===== src/rtl/mem_arb_pkg.sv =====
// Shared types and defaults for the RAM port arbiter.
package mem_arb_pkg;

  localparam int ADDR_W_DEF = 8;
  localparam int DATA_W_DEF = 8;

  typedef enum logic [2:0] {
    IDLE       = 3'd0,
    CPU_SETUP  = 3'd1,
    CPU_ACCESS = 3'd2,
    LD_SETUP   = 3'd3,
    LD_ACCESS  = 3'd4
  } state_t;

  // True in either ACCESS cycle: the only cycles where the RAM is enabled.
  function automatic logic is_access(input state_t s);
    return (s == CPU_ACCESS) || (s == LD_ACCESS);
  endfunction

endpackage


===== src/rtl/mem_arb_pick.sv =====
// Winner selection between CPU and loader, plus the loader burst counter
// that bounds how long a pending CPU request can be starved.
module mem_arb_pick
  import mem_arb_pkg::*;
#(
  parameter int LD_MAX_BURST = 4
) (
  input  logic clk,
  input  logic reset,
  input  logic decide,
  input  logic cpu_req,
  input  logic ld_req,
  output logic grant_cpu,
  output logic grant_ld
);

  localparam int CNT_W = $clog2(LD_MAX_BURST + 1);
  localparam logic [CNT_W-1:0] BURST_MAX = CNT_W'(LD_MAX_BURST);

  logic [CNT_W-1:0] burst_cnt_r;
  logic             burst_full_s;

  assign burst_full_s = (burst_cnt_r == BURST_MAX);

  // Pick a winner at a decision point; loader first unless its burst is spent.
  always_comb begin
    grant_cpu = 1'b0;
    grant_ld  = 1'b0;
    if (decide) begin
      if (ld_req && !(cpu_req && burst_full_s)) begin
        grant_ld = 1'b1;
      end else if (cpu_req) begin
        grant_cpu = 1'b1;
      end else begin
        grant_ld = 1'b0;
      end
    end else begin
      grant_cpu = 1'b0;
    end
  end

  // Count loader grants made while the CPU waits; any CPU grant or idle CPU clears it.
  always_ff @(posedge clk or posedge reset) begin
    if (reset) begin
      burst_cnt_r <= {CNT_W{1'b0}};
    end else if (!cpu_req || grant_cpu) begin
      burst_cnt_r <= {CNT_W{1'b0}};
    end else if (grant_ld && !burst_full_s) begin
      burst_cnt_r <= burst_cnt_r + {{(CNT_W-1){1'b0}}, 1'b1};
    end else begin
      burst_cnt_r <= burst_cnt_r;
    end
  end

endmodule


===== src/rtl/mem_arbiter.sv =====
// Two-requester RAM port arbiter: each transfer is a SETUP cycle (address and
// data driven) followed by an ACCESS cycle (enable and done asserted).
module mem_arbiter
  import mem_arb_pkg::*;
#(
  parameter int ADDR_W       = ADDR_W_DEF,
  parameter int DATA_W       = DATA_W_DEF,
  parameter int LD_MAX_BURST = 4
) (
  input  logic              clk,
  input  logic              reset,
  input  logic              cpu_req,
  input  logic              cpu_we,
  input  logic [ADDR_W-1:0] cpu_addr,
  input  logic [DATA_W-1:0] cpu_wdata,
  output logic              cpu_done,
  output logic [DATA_W-1:0] cpu_rdata,
  output logic              cpu_stall,
  input  logic              ld_req,
  input  logic              ld_we,
  input  logic [ADDR_W-1:0] ld_addr,
  input  logic [DATA_W-1:0] ld_wdata,
  output logic              ld_done,
  output logic [DATA_W-1:0] ld_rdata,
  output logic [ADDR_W-1:0] ram_addr,
  output logic [DATA_W-1:0] ram_wdata,
  output logic              ram_we,
  output logic              ram_oe,
  input  logic [DATA_W-1:0] ram_rdata
);

  state_t state_r;
  state_t state_nx_s;
  logic   access_s;
  logic   decide_s;
  logic   grant_cpu_s;
  logic   grant_ld_s;
  logic   op_we_r;

  assign access_s = is_access(state_r);
  assign decide_s = (state_r == IDLE) || access_s;

  mem_arb_pick #(
    .LD_MAX_BURST(LD_MAX_BURST)
  ) u_pick (
    .clk      (clk),
    .reset    (reset),
    .decide   (decide_s),
    .cpu_req  (cpu_req),
    .ld_req   (ld_req),
    .grant_cpu(grant_cpu_s),
    .grant_ld (grant_ld_s)
  );

  // Next state: SETUP always advances to ACCESS; decision states follow the grant.
  always_comb begin
    state_nx_s = state_r;
    case (state_r)
      CPU_SETUP: state_nx_s = CPU_ACCESS;
      LD_SETUP:  state_nx_s = LD_ACCESS;
      IDLE, CPU_ACCESS, LD_ACCESS: begin
        if (grant_ld_s) begin
          state_nx_s = LD_SETUP;
        end else if (grant_cpu_s) begin
          state_nx_s = CPU_SETUP;
        end else begin
          state_nx_s = IDLE;
        end
      end
      default: state_nx_s = IDLE;
    endcase
  end

  // State register; reset drops any in-flight transfer.
  always_ff @(posedge clk or posedge reset) begin
    if (reset) begin
      state_r <= IDLE;
    end else begin
      state_r <= state_nx_s;
    end
  end

  // Latch the winner's request on SETUP entry; requester inputs are ignored afterwards.
  always_ff @(posedge clk or posedge reset) begin
    if (reset) begin
      ram_addr  <= {ADDR_W{1'b0}};
      ram_wdata <= {DATA_W{1'b0}};
      op_we_r   <= 1'b0;
    end else if (grant_ld_s) begin
      ram_addr  <= ld_addr;
      ram_wdata <= ld_wdata;
      op_we_r   <= ld_we;
    end else if (grant_cpu_s) begin
      ram_addr  <= cpu_addr;
      ram_wdata <= cpu_wdata;
      op_we_r   <= cpu_we;
    end else begin
      ram_addr  <= ram_addr;
      ram_wdata <= ram_wdata;
      op_we_r   <= op_we_r;
    end
  end

  // Capture read data on the edge that ends a read ACCESS; writes leave it alone.
  always_ff @(posedge clk or posedge reset) begin
    if (reset) begin
      cpu_rdata <= {DATA_W{1'b0}};
      ld_rdata  <= {DATA_W{1'b0}};
    end else if ((state_r == CPU_ACCESS) && !op_we_r) begin
      cpu_rdata <= ram_rdata;
    end else if ((state_r == LD_ACCESS) && !op_we_r) begin
      ld_rdata <= ram_rdata;
    end else begin
      cpu_rdata <= cpu_rdata;
      ld_rdata  <= ld_rdata;
    end
  end

  // Enables and done pulses decode straight from the state register, so they
  // are glitch-free and exactly one ACCESS cycle wide.
  assign ram_we    = access_s & op_we_r;
  assign ram_oe    = access_s & ~op_we_r;
  assign cpu_done  = (state_r == CPU_ACCESS);
  assign ld_done   = (state_r == LD_ACCESS);
  assign cpu_stall = cpu_req & (state_r != CPU_ACCESS);

endmodule


===== config.mk =====
export PLATFORM = sky130hd
export DESIGN_NAME = mem_arbiter
export DESIGN_NICKNAME = d
export VERILOG_FILES = /design/src/rtl/mem_arb_pkg.sv /design/src/rtl/mem_arb_pick.sv /design/src/rtl/mem_arbiter.sv
export SDC_FILE = /design/constraint.sdc
export NUM_CORES = 1
export LEC_CHECK = 0
export ABC_AREA = 1
export CORE_UTILIZATION = 42
export DETAILED_ROUTE_END_ITERATION = 6
export GPL_ROUTABILITY_DRIVEN = 1
export HOLD_SLACK_MARGIN = 0.05
export PLACE_DENSITY = 0.91
export SYNTH_ARGS = -nofsm -noshare
export SYNTH_HDL_FRONTEND = slang
export SYNTH_SLANG_ARGS = --single-unit

===== constraint.sdc =====
create_clock -name clk -period 1.9 [get_ports clk]
set_input_delay 0.38 -clock clk [delete_from_list [all_inputs] [get_ports clk]]
set_output_delay 0.38 -clock clk [all_outputs]
set_load 0.005 [all_outputs]

==> flow_summary.toml <==
[outcome]
status = "finished clean"

[pwr]
cellLeakagePower_uw = 0.00138
power.density_nw_per_um2 = 1340
vdd.ir_drop.worst_uv = 568

[routing]
top_layer = "met4"
wl_per_cell_um = 11.8
route.final.wire_length_um = 4280
met3_wirelength_um = 281
drt.antenna.violating_nets = 0
first_iter_violations = 58
detail_route.wirelength.met1_um = 1800
dr_pass1_iterations = 4
route.vias.total = 1702
route.detailed.drc = 0
wire_length_on_met2_um = 2160
routed_via_density = 4.71

[synthesis]
edff_count_synth = 0
syn-num-nets = 263
synth-seq-cells = 39
synth_warnings = 0
netlist_area_um2 = 1900
yosysTopAreaCellShare_pct = 51.5
syn_avg_cell_area_um2 = 8.82
synth.top_cells.by_count = "39 x dfrtp_1, 39 x nor2_1, 32 x inv_1"
ys_top_cells_by_area = "dfrtp_1 51%, nor2_1 7.7%, o21ai_2 7.4%, nand3_1 6.6%, inv_1 6.3%"
postSynthCellCount = 215
async_flop_share_pct = 100
yosysSeqAreaShare_pct = 51.5
synth_top_flop_cell = "dfrtp_1"
cell_type_with_the_largest_total_area_after_synthesis = "dfrtp_1"
synthDistinctLibCells = 22

[clock_tree]
total_cts_buffers = 5
cts.htree.levels = 2
clock_pin_slew_on_the_worst_setup_and_hold_paths_ps = 70
root_buffer = "clkbuf_8"
clk_path_buf_depth = 2
cts_tree = "done"
postCtsHoldBufs = 0
clkLatencyLatePin_ps = 280
numClockSinks = 39

[critical_path]
r2r_slack_ps = 290
path_max_fanout = 4
worstPathCellList = "inv_2 > nor3_4 > buf_6 > nor2_1 > nor2_1 > clkbuf_2"
setup.worst_path.start_class = "flip-flop"
critPathRequiredTime_ps = 1520
critical_path_type = "flip-flop to primary output"
cell_mode_on_critical_path = "nor2_1"
cpMaxStageDelayCell = "dfrtp_2"
worst_ep_arrival_time_ps = 1400
worst_path_largest_cell_delay_ps = 420
end_kind = "primary output"

[layout]
layout.cell_area.non_filler_um2 = 2910
area.growth.synth_to_final_pct = 53.7
final-instance-count-excl-fill = 361
layout.nets = 356
final_layout_size_suffix_gt1_share_pct = 16.5
total_inserted_antenna_cells = 0

[sta]
layout_worst_path_cycle_share_pct = 93.9
fmaxAchievable_mhz = 561
final_count_of_negative_setup_slack_endpoints = 0
final_hold_fails = 0
clock-skew-final_ps = 7.48
total_count_of_max_transition_violations_in_the_final_report = 0
worst_slew_pin_slew_ps = 481
worst_hold_slack_ps = 482
rsz0062_at_grt = "false"
slew_headroom_pct = 67.9
post_route_minimum_period_ps = 1780

[place]
place_area_um2 = 2800
gp_congestion = 0.802
detailed_place_hpwl_um = 3240
dp.cells = 352
port_buffers = 82

[flow_run]
drv_cap = 0

[die]
initial_core_utilization_pct = 43.5
placeableCoreArea_um2 = 4350
floorplan.die.height_um = 69.2
design.die.area_um2 = 4790
floorplan.rows = 24
number_of_primary_i_o_pins = 83
die_w_um = 69.2

[global_route]
grt_pass1_vias = 1684
grt_util_all_layers_pct = 18.9
grt-ovfl-total = 0
wire_length_of_the_first_global_routing_pass_um = 7300
grt_max_degree = 40
antenna_found_initial = 0

[worst_hold_path]
hold_path.class = "flip-flop to flip-flop"
per-stage QoR:
stage	setup slack, ps	setup TNS (ps)	util, %	power (µW)
finish	117	0	66.9	3890
CTS	15.7	0	67.0	3940
floorplan	425	0	-	2300
global placement	-1.48	-1.48	64.3	3240
global route	14.1	0	66.9	4210
detailed placement	-23.4	-23.4	64.3	3310
worst max-delay path, delay by kind of cell, from the launching register on:
kind / cells / cell delay, ps
flip-flops: 1 / 420
AND/OR/NAND/NOR: 3 / 370
buffers and inverters: 3 / 340
timing repair:
action / in CTS / in global routing
buffers inserted: 2 / 0
pin swaps: 2 / 1
resized for setup: 10 / 6
endpoints found under the setup margin: 5 / 3
power breakdown:
group          switching (µW)  internal (µW)  leakage [µW]
sequential                243           1210      0.000447
combinational             809           1040      0.000880
clock                     255            331     0.0000515
total                    1310           2580       0.00138
registers in the layout, summed over array words and instances (netlist names):
| signal | cells |
|---|---|
| state_r | 3 |
| cpu_rdata | 8 |
| op_we_r | 1 |
| ram_addr | 8 |
| ld_rdata | 8 |
| u_pick.burst_cnt_r | 3 |
| ram_wdata | 8 |
layout by cell type (no fill, tap or decap), drive strengths merged:
cell type and n:
nor3 2, dlymetal6s2s 1, clkdlybuf4s50 76, a21oi 3
dlygate4sd2 3, clkbuf 10, o21ai 33, nand3 26
xor2 1, dfrtp 39, nand4 1, nand2 28
buf 12, ha 2, nor2 39, inv 33
final timing paths:
kind | depth (start not counted) | endpoint | startpoint
max | 6 | ram_we | state_r[1]
max in group asynchronous | 3 | state_r[0] | reset
min in group asynchronous | 3 | state_r[2] | reset
max reg2reg | 7 | ram_wdata[5] | state_r[2]
min | 2 | cpu_rdata[3] | cpu_rdata[3]
min reg2reg | 2 | cpu_rdata[3] | cpu_rdata[3]
kinds of logic after synthesis:
group / Yosys count / synth area share [%]
flops: 39 / 51.5
simple gates: 96 / 23.0
buf+inv: 41 / 10.0
xor+xnor: 1 / 0.462
fa+ha+maj: 2 / 1.32
compound gates: 36 / 13.7
cell type report:
type                       count  area (µm²)
fill                         373        1440
sequential                    39         980
timing repair buffer          94         903
multi-input combinational    135         742
inverter                      33         124
clock buffer                   8         100
tap                           52        65.1
layer usage:
| metal | vias up | global-route usage [%] |
|---|---|---|
| li1 | 865 | - |
| met1 | 762 | 22.8 |
| met2 | 71 | 33.1 |
| met3 | 4 | 4.65 |
| met4 | 0 | 5.67 |
| met5 | - | 0 |
Note: power is estimated with default switching activity, not from simulation.
